===== src/rtl/se_bus_pkg.sv =====
// Shared definitions for the secure-element bus sequencer: opcodes, core
// addresses, FSM state encoding and the layout of the 64-bit control word.
package se_bus_pkg;

    // Host command opcodes
    localparam logic [1:0] OP_WRITE    = 2'b00;
    localparam logic [1:0] OP_READ     = 2'b01;
    localparam logic [1:0] OP_EXEC     = 2'b10;
    localparam logic [1:0] OP_DESELECT = 2'b11;

    // Core (module) addresses carried in the upper half of the control word
    localparam logic [31:0] MOD_NONE   = 32'h0000_0000;
    localparam logic [31:0] MOD_SHA2   = 32'h0000_0020;
    localparam logic [31:0] MOD_SHA3   = 32'h0000_0030;
    localparam logic [31:0] MOD_EDDSA  = 32'h0000_0040;
    localparam logic [31:0] MOD_X25519 = 32'h0000_0050;
    localparam logic [31:0] MOD_TRNG   = 32'h0000_0060;
    localparam logic [31:0] MOD_AES    = 32'h0000_0070;

    // Control word field positions
    localparam int CTRL_LSB = 0;
    localparam int CTRL_MSB = 31;
    localparam int MOD_LSB  = 32;
    localparam int MOD_MSB  = 63;

    // Leading EXEC_WAIT cycles in which end_op may still be the previous op's flag
    localparam int STALE_CYC = 2;

    typedef enum logic [2:0] {
        ST_IDLE,
        ST_DRIVE,
        ST_READ_WAIT,
        ST_EXEC_WAIT,
        ST_RESP
    } state_t;

    // Build the 64-bit control word from a core address and its control bits
    function automatic logic [63:0] pack_control(input logic [31:0] module_addr,
                                                 input logic [31:0] ctrl);
        return {module_addr, ctrl};
    endfunction

endpackage


===== src/rtl/se_op_timer.sv =====
// Loadable up-counter used to time the DRIVE, READ_WAIT and EXEC_WAIT phases.
// Clear has priority over load, load over count; the count saturates at all-ones.
module se_op_timer #(
    parameter int W = 24
) (
    input  logic         clk,
    input  logic         rst,
    input  logic         clear,
    input  logic         load,
    input  logic [W-1:0] load_value,
    input  logic         enable,
    input  logic [W-1:0] tc_value,
    output logic [W-1:0] count,
    output logic         at_tc,
    output logic         saturated
);

    logic [W-1:0] count_reg;

    // Counter register with clear/load/saturating increment
    always_ff @(posedge clk or posedge rst) begin
        if (rst) begin
            count_reg <= '0;
        end else if (clear) begin
            count_reg <= '0;
        end else if (load) begin
            count_reg <= load_value;
        end else if (enable && !saturated) begin
            count_reg <= count_reg + 1'b1;
        end
    end

    assign count     = count_reg;
    assign at_tc     = (count_reg == tc_value);
    assign saturated = &count_reg;

endmodule


===== src/rtl/se_bus_master.sv =====
// Command sequencer driving the secure-element data/address/control bus.
// Accepts one host command at a time, holds it on the bus, optionally waits
// for read data or the core's end-of-operation flag, then returns a response.
module se_bus_master #(
    parameter int DRIVE_CYC = 2,
    parameter int READ_LAT  = 2,
    parameter int TIMEOUT_W = 24
) (
    input  logic        i_clk,
    input  logic        i_rst,
    input  logic        i_cmd_valid,
    output logic        o_cmd_ready,
    input  logic [1:0]  i_cmd_op,
    input  logic [31:0] i_cmd_module,
    input  logic [31:0] i_cmd_ctrl,
    input  logic [63:0] i_cmd_add,
    input  logic [63:0] i_cmd_data,
    output logic        o_rsp_valid,
    input  logic        i_rsp_ready,
    output logic [63:0] o_rsp_data,
    output logic        o_rsp_timeout,
    output logic [63:0] o_se_data_in,
    output logic [63:0] o_se_add,
    output logic [63:0] o_se_control,
    input  logic [63:0] i_se_data_out,
    input  logic        i_se_end_op
);
    import se_bus_pkg::*;

    // The shared timer is TIMEOUT_W wide; DRIVE_CYC and READ_LAT must fit in it
    localparam logic [TIMEOUT_W-1:0] DRIVE_TC  = TIMEOUT_W'(DRIVE_CYC - 1);
    localparam logic [TIMEOUT_W-1:0] READ_TC   = TIMEOUT_W'(READ_LAT - 1);
    localparam logic [TIMEOUT_W-1:0] EXEC_LOAD = TIMEOUT_W'(1);
    localparam logic [TIMEOUT_W-1:0] STALE_TC  = TIMEOUT_W'(STALE_CYC);

    state_t      state_reg, state_next;
    logic [1:0]  op_reg, op_next;
    logic        cmd_ready_reg, cmd_ready_next;
    logic        rsp_valid_reg, rsp_valid_next;
    logic [63:0] rsp_data_reg, rsp_data_next;
    logic        rsp_timeout_reg, rsp_timeout_next;
    logic [63:0] se_data_reg, se_data_next;
    logic [63:0] se_add_reg, se_add_next;
    logic [63:0] se_control_reg, se_control_next;

    logic                 timer_clear, timer_load, timer_en;
    logic [TIMEOUT_W-1:0] timer_tc, timer_count;
    logic                 timer_at_tc, timer_saturated;

    // Counts cycles spent in DRIVE and READ_WAIT, and wait cycles (1-based) in EXEC_WAIT
    se_op_timer #(
        .W(TIMEOUT_W)
    ) u_timer (
        .clk        (i_clk),
        .rst        (i_rst),
        .clear      (timer_clear),
        .load       (timer_load),
        .load_value (EXEC_LOAD),
        .enable     (timer_en),
        .tc_value   (timer_tc),
        .count      (timer_count),
        .at_tc      (timer_at_tc),
        .saturated  (timer_saturated)
    );

    // State and registered-output update
    always_ff @(posedge i_clk or posedge i_rst) begin
        if (i_rst) begin
            state_reg       <= ST_IDLE;
            op_reg          <= OP_WRITE;
            cmd_ready_reg   <= 1'b1;
            rsp_valid_reg   <= 1'b0;
            rsp_data_reg    <= '0;
            rsp_timeout_reg <= 1'b0;
            se_data_reg     <= '0;
            se_add_reg      <= '0;
            se_control_reg  <= '0;
        end else begin
            state_reg       <= state_next;
            op_reg          <= op_next;
            cmd_ready_reg   <= cmd_ready_next;
            rsp_valid_reg   <= rsp_valid_next;
            rsp_data_reg    <= rsp_data_next;
            rsp_timeout_reg <= rsp_timeout_next;
            se_data_reg     <= se_data_next;
            se_add_reg      <= se_add_next;
            se_control_reg  <= se_control_next;
        end
    end

    // Next-state and next-output logic; everything holds unless a transition changes it
    always_comb begin
        state_next       = state_reg;
        op_next          = op_reg;
        cmd_ready_next   = cmd_ready_reg;
        rsp_valid_next   = rsp_valid_reg;
        rsp_data_next    = rsp_data_reg;
        rsp_timeout_next = rsp_timeout_reg;
        se_data_next     = se_data_reg;
        se_add_next      = se_add_reg;
        se_control_next  = se_control_reg;
        timer_clear      = 1'b0;
        timer_load       = 1'b0;
        timer_en         = 1'b0;
        timer_tc         = (state_reg == ST_READ_WAIT) ? READ_TC : DRIVE_TC;

        case (state_reg)
            ST_IDLE: begin
                if (i_cmd_valid) begin
                    op_next        = i_cmd_op;
                    cmd_ready_next = 1'b0;
                    se_add_next    = i_cmd_add;
                    se_data_next   = i_cmd_data;
                    // DESELECT is the only way the module select goes back to 0
                    se_control_next = (i_cmd_op == OP_DESELECT) ?
                                      pack_control(MOD_NONE, 32'h0) :
                                      pack_control(i_cmd_module, i_cmd_ctrl);
                    timer_clear    = 1'b1;
                    state_next     = ST_DRIVE;
                end
            end
            ST_DRIVE: begin
                timer_en = 1'b1;
                if (timer_at_tc) begin
                    case (op_reg)
                        OP_READ: begin
                            timer_clear = 1'b1;
                            state_next  = ST_READ_WAIT;
                        end
                        OP_EXEC: begin
                            se_control_next[CTRL_MSB:CTRL_LSB] = '0;
                            timer_load = 1'b1;
                            state_next = ST_EXEC_WAIT;
                        end
                        default: begin
                            se_add_next      = '0;
                            se_data_next     = '0;
                            se_control_next[CTRL_MSB:CTRL_LSB] = '0;
                            rsp_valid_next   = 1'b1;
                            rsp_data_next    = '0;
                            rsp_timeout_next = 1'b0;
                            state_next       = ST_RESP;
                        end
                    endcase
                end
            end
            ST_READ_WAIT: begin
                timer_en = 1'b1;
                if (timer_at_tc) begin
                    se_add_next      = '0;
                    se_data_next     = '0;
                    se_control_next[CTRL_MSB:CTRL_LSB] = '0;
                    rsp_valid_next   = 1'b1;
                    rsp_data_next    = i_se_data_out;
                    rsp_timeout_next = 1'b0;
                    state_next       = ST_RESP;
                end
            end
            ST_EXEC_WAIT: begin
                timer_en = 1'b1;
                // end_op wins over a simultaneous timeout
                if ((i_se_end_op && (timer_count > STALE_TC)) || timer_saturated) begin
                    se_add_next      = '0;
                    se_data_next     = '0;
                    rsp_valid_next   = 1'b1;
                    rsp_data_next    = 64'(timer_count);
                    rsp_timeout_next = !(i_se_end_op && (timer_count > STALE_TC));
                    state_next       = ST_RESP;
                end
            end
            ST_RESP: begin
                if (i_rsp_ready) begin
                    rsp_valid_next   = 1'b0;
                    rsp_data_next    = '0;
                    rsp_timeout_next = 1'b0;
                    cmd_ready_next   = 1'b1;
                    state_next       = ST_IDLE;
                end
            end
            default: begin
                state_next = ST_IDLE;
            end
        endcase
    end

    assign o_cmd_ready   = cmd_ready_reg;
    assign o_rsp_valid   = rsp_valid_reg;
    assign o_rsp_data    = rsp_data_reg;
    assign o_rsp_timeout = rsp_timeout_reg;
    assign o_se_data_in  = se_data_reg;
    assign o_se_add      = se_add_reg;
    assign o_se_control  = se_control_reg;

endmodule


===== config.mk =====
export PLATFORM = sky130hd
export DESIGN_NAME = se_bus_master
export DESIGN_NICKNAME = d
export VERILOG_FILES = /design/src/rtl/se_bus_pkg.sv /design/src/rtl/se_op_timer.sv /design/src/rtl/se_bus_master.sv
export SDC_FILE = /design/constraint.sdc
export NUM_CORES = 1
export LEC_CHECK = 0
export ABC_AREA = 0
export BUFFER_PORTS_ARGS = -buffer_cell sky130_fd_sc_hd__buf_2
export CAP_MARGIN = 40
export CORE_AREA = 2 2 205 207
export DETAILED_ROUTE_END_ITERATION = 10
export DIE_AREA = 0 0 207 209
export GPL_TIMING_DRIVEN = 0
export SYNTH_ARGS = -nofsm -noshare
export SYNTH_HDL_FRONTEND = slang
export SYNTH_SLANG_ARGS = --single-unit

===== constraint.sdc =====
create_clock -name i_clk -period 22 [get_ports i_clk]
set_input_delay 2.2 -clock i_clk [delete_from_list [all_inputs] [get_ports i_clk]]
set_output_delay 2.2 -clock i_clk [all_outputs]
set_load 0.02 [all_outputs]

==> results.ini, run 1 <==
[pwr]
total_power_w = 0.00260
vdd.ir_drop.worst_mv = 0.0736
leakage_nw = 9.02
power-per-cell-area_nw_per_um2 = 152

[detailed_routing]
met3_length_um = 2770
num_vias = 10900
wire_per_inst_um = 17.1
drtPass1Iterations = 7
met2_length_um = 20000
wirelength_um = 40500
via_per_inst = 4.60
drt_iter0_markers = 630
ant_nets = 0
drc = 0
highest_layer = met5
wirelength_met1_um = 16800

[synthesis]
syn_avg_cell_area_um2 = 10.2
synth-seq-cells = 288
synth_area_um2 = 12600
yosysMostFrequentCell = nand2_1
synth.largest_area_cell = dfrtp_1
syn_inst = 1240
syn-num-nets = 1509
yosysSeqAreaShare_pct = 57.0
synth_ff_type = dfrtp_1
synth_cell_types = 53
synth_edf_count = 0
async_reset_ff_share_pct = 100
synth.top_cells.by_count = nand2_1 (311), dfrtp_1 (287), inv_1 (134)
yosysWarnings = 0
synth_top_area_share_pct = 56.8
synthTopCellsByArea = dfrtp_1 (57%), mux2i_1 (10%), nand2_1 (9.2%)

[grt]
grt_max_degree = 108
first_global_vias = 11100
antenna_found_initial = 4
globalRouteOverflowTotal = 0
grt_pass1_wl_um = 63300
grtUsageTotal_pct = 18.3

[floorplanning]
initial_core_util_pct = 30.6
placementRows = 75
die_area_um2 = 43300
die_h_um = 209
core_area_um2 = 41300
ios = 522
dieWidth_um = 207

[worst_setup_path]
crit_family = flip-flops
cp-startpoint = o_cmd_ready$_DFFE_PP1P_
max_stage_delay_ns = 0.52
crit_type = register to output port
start_kind = register
worstPathRequired_ns = 19.80
cp_max_fo = 2
worstReg2RegEnd = o_se_data_in[45]$_DFFE_PP0P_
path_depth = 1
path_buf_inv = 1
ff2ff_path_depth = 10
r2r-start = u_timer.count[1]$_DFFE_PP0P_
cp_cell_sequence = buf_2
r2r_slack_ns = 18.95
crit_slowest_cell = dfstp_2
endpoint_kind = output port
critPathArrivalTime_ns = 1.27

[placement]
dpl-instance-area_um2 = 16000
preCtsSetupSlack_ns = 18.13
port_buffers = 521
place_hpwl_um = 31000
place_congestion = 0.852

[layout]
drive_above_1_share_pct = 33.9
area_delta_synth_final_pct = 35.0
ff_latch_area_um2 = 7210
multi_input_area_um2 = 4380
final_cell_area_um2 = 17100
n_fill_cell = 4154
num-nets-final = 2069

[sta]
min_period_over_period_pct = 15.8
whs_ns = 0.471
finalHoldViolCount = 0
finalSetupViolCount = 0
fin_setup_tns_ns = 0
fin_crit_ns = 3.47
rsz0062_at_grt = false
worst_pin_slew_ns = 0.764
fmax_mhz = 288
slew_violations = 0
layout_setup_ws_ns = 18.53
slew_headroom_pct = 49.1
finClkSkew_ns = 0.0264

[clock_network]
cts.path.max_buffers = 3
insertion_delay_ns = 0.54
ctsHoldBuffers = 0
htreeDepth = 2
post-cts-setup-buffers = 0
cts_tree = built
postCtsResizedCells = 0
clk_pin_slew_worst_paths_ns = 0.06
cts-root-buf = clkbuf_16
cts-buffers-inserted = 34
cts.sink_count = 288

[min_path]
worstHoldPathType = register to register
min_path_cells = 2
hp-start = o_se_control[36]$_DFFE_PP0P_
hold_end = o_se_control[36]$_DFFE_PP0P_

[job]
cap_viol_max_count = 0

[run_status]
outcome = finished clean

report_power, final:
part	total [W]	leakage, nW	internal (W)	switching (W)
logic	0.00121	4.76	0.000436	0.000772
registers	0.000846	3.73	0.000736	0.000110
clock network	0.000546	0.529	0.000317	0.000229
metal layers:
metal	up-vias	GRT usage, %
met3	67	5.34
met5	-	0
met4	6	4.61
met2	373	31.2
met1	5273	22.9
li1	5168	-
stage by stage:
| stage | std cells | utilization [%] |
|---|---|---|
| after floorplan | 1240 | - |
| after global routing | 2363 | 41.3 |
| after CTS | 2363 | 41.3 |
| after detailed placement | 2303 | 38.7 |
| after global placement | 2300 | 38.6 |
| final | 2365 | 41.3 |
how the worst max path moves through the flow:
stage	to	slack, ns
after global placement	o_se_control[6]$_DFFE_PP0P_	8.30
final	o_cmd_ready	18.53
after CTS	o_cmd_ready	18.48
after detailed placement	o_se_add[32]$_DFFE_PP0P_	18.13
after floorplan	o_rsp_data[0]$_DFFE_PP0P_	11.85
after global routing	o_cmd_ready	18.46
layout make-up:
type	count	share of cell area, %
Inverter	134	2.99
Tap cell	539	3.95
Clock buffer	51	5.89
Sequential cell	288	42.2
Timing Repair Buffer	524	15.6
Clock inverter	9	0.388
Multi-Input combinational cell	739	25.7
Antenna cell	2	0.0293
Buffer	79	3.22
kinds of logic (layout without fill, tap and decap cells):
family,count (synthesis),count (layout),synth area share (%)
flops,288,288,57.0
xor+xnor,16,16,1.11
compound gates,189,189,9.48
other cells,0,2,0
fa+ha+maj,6,6,0.594
simple gates,397,397,13.1
mux,131,131,10.4
buf+inv,213,797,8.32
cells in the final DEF, fill, tap and decap left out, types with 7 or more instances in the layout:
cell and n:
nand3_1 19, nand2_1 311, buf_2 526, xor2_1 12
buf_12 13, buf_4 8, inv_1 133, o21ai_0 109
a22o_1 32, clkbuf_1 59, a22oi_1 24, dfrtp_1 287
and3_1 7, nor2_1 24, mux2i_1 129, clkbuf_8 9
clkbuf_16 34
No activity file was read; power rests on OpenSTA's default activity.
==> run 2, diff against run 1 <==
clock period = 3.1 ns   (was 22 ns; I/O delays follow)
==> run 2 against run 1 <==
Against the previous run:
- global-route usage up 0.61 points
- register-to-register slack worse by 19 ns
- design area up 6.9%
- die area unchanged
- critical endpoint is now o_se_add[25]$_DFFE_PP0P_
- wire length up 3.7%
==> results.ini, run 2 (same netlist as run 1, synthesis figures left out) <==
[clock_network]
cts-buffers-inserted = 34  ; unchanged
cts.sink_count = 288  ; unchanged
cts_tree = built  ; unchanged
htreeDepth = 2  ; unchanged
cts.path.max_buffers = 3  ; unchanged
clk_pin_slew_worst_paths_ns = 0.06  ; about the same
insertion_delay_ns = 0.52  ; was 0.54 ns
cts-root-buf = clkbuf_16  ; unchanged

[worst_setup_path]
worstReg2RegEnd = o_se_add[25]$_DFFE_PP0P_  ; was o_se_data_in[45]$_DFFE_PP0P_
ff2ff_path_depth = 9  ; was 10
start_kind = register  ; unchanged
r2r-start = u_timer.count[1]$_DFFE_PP0P_  ; unchanged
endpoint_kind = register  ; was output port
max_stage_delay_ns = 0.52  ; about the same
r2r_slack_ns = 0.30  ; was 18.95 ns
cpMostUsedCell = buf_12
worstPathRequired_ns = 3.52  ; was 19.80 ns
crit_slowest_cell = dfrtp_1  ; was dfstp_2
critPathArrivalTime_ns = 3.22  ; was 1.27 ns
cp_cell_sequence = ha_1, nand3_1, nor3_4, and3_1, nor2_1, a211oi_4, buf_12, buf_12, mux2i_1  ; was buf_2
cp_max_fo = 10  ; was 2
crit_type = register to register  ; was register to output port

[min_path]
hold_end = o_se_control[51]$_DFFE_PP0P_  ; was o_se_control[36]$_DFFE_PP0P_
min_path_cells = 3  ; was 2
worstHoldPathType = input port to register  ; was register to register
hp-start = i_cmd_module[19]  ; was o_se_control[36]$_DFFE_PP0P_

[grt]
antenna_found_initial = 11  ; was 4
grt_pass1_wl_um = 65100  ; was 63300 µm
grt_max_degree = 38  ; was 108
globalRouteOverflowTotal = 0  ; unchanged
grtUsageTotal_pct = 18.9  ; was 18.3%
first_global_vias = 11600  ; was 11100

[detailed_routing]
wire_per_inst_um = 17.0  ; was 17.1 µm
drtPass1Iterations = 5  ; was 7
num_vias = 11300  ; was 10900
wirelength_um = 42000  ; was 40500 µm
drc = 0  ; unchanged
drt_iter0_markers = 721  ; was 630
ant_nets = 0  ; unchanged
via_per_inst = 4.57  ; was 4.60

[sta]
finClkSkew_ns = 0.0198  ; was 0.0264 ns
whs_ns = 0.0327  ; was 0.471 ns
finalSetupViolCount = 0  ; unchanged
min_period_over_period_pct = 90.2
slew_violations = 0  ; unchanged
rsz0062_at_grt = false  ; unchanged
finalHoldViolCount = 0  ; unchanged
layout_setup_ws_ns = 0.303  ; was 18.53 ns
slew_headroom_pct = 53.2  ; was 49.1%
worst_pin_slew_ns = 0.702  ; was 0.764 ns
fmax_mhz = 358
fin_crit_ns = 2.80

[placement]
place_hpwl_um = 31600  ; was 31000 µm
place_congestion = 0.849  ; was 0.852
port_buffers = 521  ; unchanged
preCtsSetupSlack_ns = -0.0882  ; was 18.13 ns

[pwr]
swShare_pct = 42.4  ; was 42.7%
vdd.ir_drop.worst_mv = 0.426  ; was 0.0736 mV
p_sw_w = 0.00796  ; was 0.00111 W
p_clk_share_pct = 21.0  ; about the same
seq_power_share_pct = 32.0  ; was 32.6%
power-per-cell-area_nw_per_um2 = 1030  ; was 152 nW/µm²
pwr-share-comb_pct = 47.0  ; was 46.5%
internal_power_w = 0.0108  ; was 0.00149 W
leakage_nw = 9.52  ; was 9.02 nW

[floorplanning]
die_h_um = 209  ; unchanged
core_area_um2 = 41300  ; unchanged
die_area_um2 = 43300  ; unchanged
initial_core_util_pct = 30.6  ; unchanged
ios = 522  ; unchanged
dieWidth_um = 207  ; unchanged
placementRows = 75  ; unchanged

[layout]
drive_above_1_share_pct = 32.3  ; was 33.9%
num-nets-final = 2176  ; was 2069
layout_common_cells = buf_2 (526), nand2_1 (311), dfrtp_1 (287), inv_1 (133), mux2i_1 (129)  ; unchanged
layout_commonest_cell = buf_2  ; unchanged
area_delta_synth_final_pct = 44.3  ; was 35.0%

[run_status]
outcome = finished clean  ; unchanged

[job]
cap_viol_max_count = 0  ; unchanged

-- run 2: routing by layer --
metal / vias up / share of wire (%) / global-route usage (%)
met3: 89 / 6.8 / 4.94
li1: 5395 / - / -
met4: 6 / 3.1 / 6.63
met1: 5404 / 40 / 22.8
met5: - / 0.098 / 0
met2: 420 / 50 / 32.7
-- run 2: through the flow --
step | util [%] | cell area [µm²] | cells | total power, W | setup TNS, ns
after global routing | 44.2 | 18200 | 2476 | 0.0199 | 0
after floorplan | - | 12600 | 1240 | 0.0116 | -295.16
after CTS | 44.1 | 18200 | 2472 | 0.0190 | 0
after detailed placement | 39.0 | 16100 | 2309 | 0.0148 | -1.62
final | 44.2 | 18200 | 2478 | 0.0188 | 0
after global placement | 38.6 | 15900 | 2300 | 0.0146 | -852.25
-- run 2: what timing repair did --
item | 4_1_cts | 5_1_grt
setup endpoints to repair | 62 | 124
hold buffers | 101 | 0
endpoints found under the hold margin | 123 | 0
buffers inserted | 1 | 0
cloned | 0 | 0
pin swaps | 1 | 0
resized for setup | 1 | 1
-- run 2: power by group through the flow --
stage	clock (W)	sequential, W	combinational, W
finish	0.00394	0.00600	0.00881
global route	0.00423	0.00617	0.00953
CTS	0.00406	0.00599	0.00893
detailed placement	0	0.00604	0.00880
global placement	0	0.00600	0.00864
floorplan	0	0.00772	0.00392
-- run 2: how the worst max path moves through the flow --
stage                                       from                      endpoint  slack [ns]  depth (start not counted)
detailed placement  u_timer.count[0]$_DFFE_PP0P_       o_cmd_ready$_DFFE_PP1P_       -0.09                         10
global route        u_timer.count[0]$_DFFE_PP0P_      o_se_add[55]$_DFFE_PP0P_        0.07                          9
CTS                 u_timer.count[0]$_DFFE_PP0P_      o_se_add[55]$_DFFE_PP0P_        0.04                         10
finish              u_timer.count[1]$_DFFE_PP0P_      o_se_add[25]$_DFFE_PP0P_        0.30                          9
global placement                           i_rst  o_se_control[60]$_DFFE_PP0P_       -2.96                          2
floorplan                                  i_rst     o_rsp_data[0]$_DFFE_PP0P_       -1.03                          1
-- run 2: critical path, delay by kind of cell, from the launching register on --
kind,cells,cell delay [ns]
buf+inv,2,0.39
simple gates,4,0.81
compound gates,1,0.31
mux,1,0.23
fa+ha+maj,1,0.40
flops,1,0.52
-- run 2: cell type report --
class	instances	area, µm²
Tap cell	539	674
Antenna cell	7	17.5
Timing Repair Buffer	632	3790
Multi-Input combinational cell	739	4400
Clock inverter	9	80.1
Fill cell	4018	23000
Buffer	78	546
Inverter	134	507
Clock buffer	52	1020
Sequential cell	288	7210
==> run 3, diff against run 2 <==
BUFFER_PORTS_ARGS = -buffer_cell sky130_fd_sc_hd__buf_4   (was -buffer_cell sky130_fd_sc_hd__buf_2)
GPL_TIMING_DRIVEN = 1   (was 0)
SKIP_CTS_REPAIR_TIMING = 1   (was not set)
==> run 3 against run 2 <==
Against the previous run:
- register-to-register slack better by 0.05 ns
- via count is 6.2% lower
- flip-flop and latch count stayed put
- wire length is 3.6% lower
- sequential share of layout area is 0.52 points lower
- fmax is 1.7% higher
- die area stayed put
- combinational power is 2% higher
- final cell count is 5.6% lower
- design area is 1.3% higher
==> results.ini, run 3 (same netlist as run 1, synthesis figures left out) <==
[sta]
fin_crit_ns = 2.75  ; was 2.80 ns
slew_headroom_pct = 48.3  ; was 53.2%
slew_violations = 0  ; unchanged
min_period_over_period_pct = 88.7  ; was 90.2%
finClkSkew_ns = 0.0174  ; was 0.0198 ns
worst_pin_slew_ns = 0.776  ; was 0.702 ns
finalHoldViolCount = 0  ; unchanged
whs_ns = 0.00416  ; was 0.0327 ns
fin_setup_tns_ns = 0  ; unchanged
fmax_mhz = 364  ; was 358 MHz
rsz0062_at_grt = false  ; unchanged
finalSetupViolCount = 0  ; unchanged

[worst_setup_path]
worstPathRequired_ns = 3.53  ; was 3.52 ns
start_kind = register  ; unchanged
cp_max_fo = 29  ; was 10
endpoint_kind = register  ; unchanged
r2r-start = u_timer.count[7]$_DFFE_PP0P_  ; was u_timer.count[1]$_DFFE_PP0P_
r2r_slack_ns = 0.35  ; was 0.30 ns
max_stage_delay_ns = 0.45  ; was 0.52 ns
cpMostUsedCell = buf_12  ; unchanged
critPathArrivalTime_ns = 3.18  ; was 3.22 ns
path_buf_inv = 2  ; unchanged
crit_family = simple AND/OR/NAND/NOR gates  ; unchanged
ff2ff_path_depth = 8  ; was 9
crit_type = register to register  ; unchanged
crit_slowest_cell = dfrtp_1  ; unchanged
cp_cell_sequence = nor4_1, and4_1, and3_4, a31oi_1, a211oi_4, buf_12, buf_12, mux2i_1  ; was ha_1, nand3_1, nor3_4, and3_1, nor2_1, a211oi_4, buf_12, buf_12, mux2i_1
worstReg2RegEnd = o_se_add[9]$_DFFE_PP0P_  ; was o_se_add[25]$_DFFE_PP0P_

[detailed_routing]
via_per_inst = 4.54  ; was 4.57
drt_iter0_markers = 724  ; was 721
ant_nets = 0  ; unchanged
num_vias = 10600  ; was 11300
wire_per_inst_um = 17.3  ; was 17.0 µm
wirelength_um = 40500  ; was 42000 µm
drc = 0  ; unchanged
drtPass1Iterations = 5  ; unchanged

[placement]
dpl.cell_count = 2250  ; was 2309
place_congestion = 0.841  ; was 0.849
port_buffers = 521  ; unchanged
dpl-instance-area_um2 = 17100  ; was 16100 µm²
place_hpwl_um = 29400  ; was 31600 µm

[pwr]
leakage_nw = 9.41  ; was 9.52 nW
power-per-cell-area_nw_per_um2 = 1040  ; was 1030 nW/µm²
vdd.ir_drop.worst_mv = 0.536  ; was 0.426 mV

[grt]
grt_max_degree = 130  ; was 38
grtUsageTotal_pct = 18.2  ; was 18.9%
antenna_found_initial = 1  ; was 11
globalRouteOverflowTotal = 0  ; unchanged
first_global_vias = 10800  ; was 11600
grt_pass1_wl_um = 62600  ; was 65100 µm

[min_path]
hold_end = o_se_control[4]$_DFFE_PP0P_  ; was o_se_control[51]$_DFFE_PP0P_
min_path_cells = 2  ; was 3
hp-start = i_cmd_ctrl[4]  ; was i_cmd_module[19]
worstHoldPathType = input port to register  ; unchanged

[layout]
num-nets-final = 2042  ; was 2176
drive_above_1_share_pct = 34.6  ; was 32.3%
layout_common_cells = buf_4 (539), nand2_1 (310), dfrtp_1 (287), inv_1 (133), mux2i_1 (129)  ; was buf_2 (526), nand2_1 (311), dfrtp_1 (287), inv_1 (133), mux2i_1 (129)
fin_util_pct = 44.8  ; was 44.2%
area_delta_synth_final_pct = 46.2  ; was 44.3%
final_cell_area_um2 = 18500  ; was 18200 µm²
layout_commonest_cell = buf_4  ; was buf_2
ff_latch_area_um2 = 7210  ; unchanged
n_fill_cell = 3983  ; was 4018
final_cells = 2338  ; was 2478
multi_input_area_um2 = 4410  ; was 4400 µm²

[floorplanning]
ios = 522  ; unchanged
dieWidth_um = 207  ; unchanged
die_h_um = 209  ; unchanged
initial_core_util_pct = 30.6  ; unchanged
placementRows = 75  ; unchanged
die_area_um2 = 43300  ; unchanged
core_area_um2 = 41300  ; unchanged

[job]
cap_viol_max_count = 0  ; unchanged

[clock_network]
cts-buffers-inserted = 35  ; was 34
cts_tree = built  ; unchanged
cts-root-buf = clkbuf_16  ; unchanged
cts.sink_count = 288  ; unchanged
htreeDepth = 2  ; unchanged
cts.path.max_buffers = 3  ; unchanged
clk_pin_slew_worst_paths_ns = 0.06  ; about the same
insertion_delay_ns = 0.53  ; was 0.52 ns

[run_status]
outcome = finished clean  ; unchanged

-- run 3: cell count changes in the layout (fill, tap and decap cells not counted), sizes merged, moves of 6 or more --
cell,delta
dlygate4sd3,-76
diode,-6
clkbuf,-52
buf,-8
-- run 3: worst reg2reg max path, cell delays in order, from the launching register on --
cell and delay, ns:
dfrtp_1 0.45, nor4_1 0.41, and4_1 0.32, and3_4 0.23, a31oi_1 0.13, a211oi_4 0.29
buf_12 0.29, buf_12 0.27, mux2i_1 0.26
-- run 3: power breakdown --
| part | switching, W | internal, W | leakage [nW] | total, W |
|---|---|---|---|---|
| Combinational | 0.00526 | 0.00372 | 5.10 | 0.00899 |
| Clock | 0.00159 | 0.00255 | 0.573 | 0.00414 |
| Sequential | 0.000889 | 0.00523 | 3.73 | 0.00612 |
-- run 3: per-stage QoR --
step           worst slack [ns]  total power [W]
2_1_floorplan             -1.03           0.0116
6_report                  0.350           0.0192
4_1_cts                   0.312           0.0195
5_1_grt                   0.231           0.0204
3_3_place_gp              0.451           0.0151
3_5_place_dp              0.341           0.0152
-- run 3: layout make-up --
| type | count | area share (%) |
|---|---|---|
| repair buffers | 575 | 24.4 |
| diodes | 1 | 0.0135 |
| flip-flops and latches | 288 | 39.0 |
| multi-input cells | 739 | 23.9 |
| clock buffers | 51 | 5.56 |
| clock inverters | 11 | 0.738 |
| well taps | 539 | 3.65 |
| inverters | 134 | 2.74 |
-- run 3: worst max-delay path by stage --
stage	startpoint	endpoint	slack, ns	depth (start not counted)
2_1_floorplan	i_rst	o_rsp_data[0]$_DFFE_PP0P_	-1.03	1
3_3_place_gp	u_timer.count[16]$_DFFE_PP0P_	o_se_add[7]$_DFFE_PP0P_	0.45	8
3_5_place_dp	u_timer.count[16]$_DFFE_PP0P_	o_se_add[2]$_DFFE_PP0P_	0.34	8
4_1_cts	u_timer.count[16]$_DFFE_PP0P_	o_se_add[9]$_DFFE_PP0P_	0.31	8
5_1_grt	u_timer.count[16]$_DFFE_PP0P_	o_se_add[2]$_DFFE_PP0P_	0.23	8
6_report	u_timer.count[7]$_DFFE_PP0P_	o_se_add[9]$_DFFE_PP0P_	0.35	8
-- run 3: metal layers --
metal / global-route usage (%) / up-vias / wire length, µm
met1: 23.2 / 5106 / 17000
met4: 6.70 / 0 / 1160
met5: 0 / - / 0
li1: - / 5101 / -
met3: 4.54 / 59 / 2520
met2: 29.9 / 343 / 19800
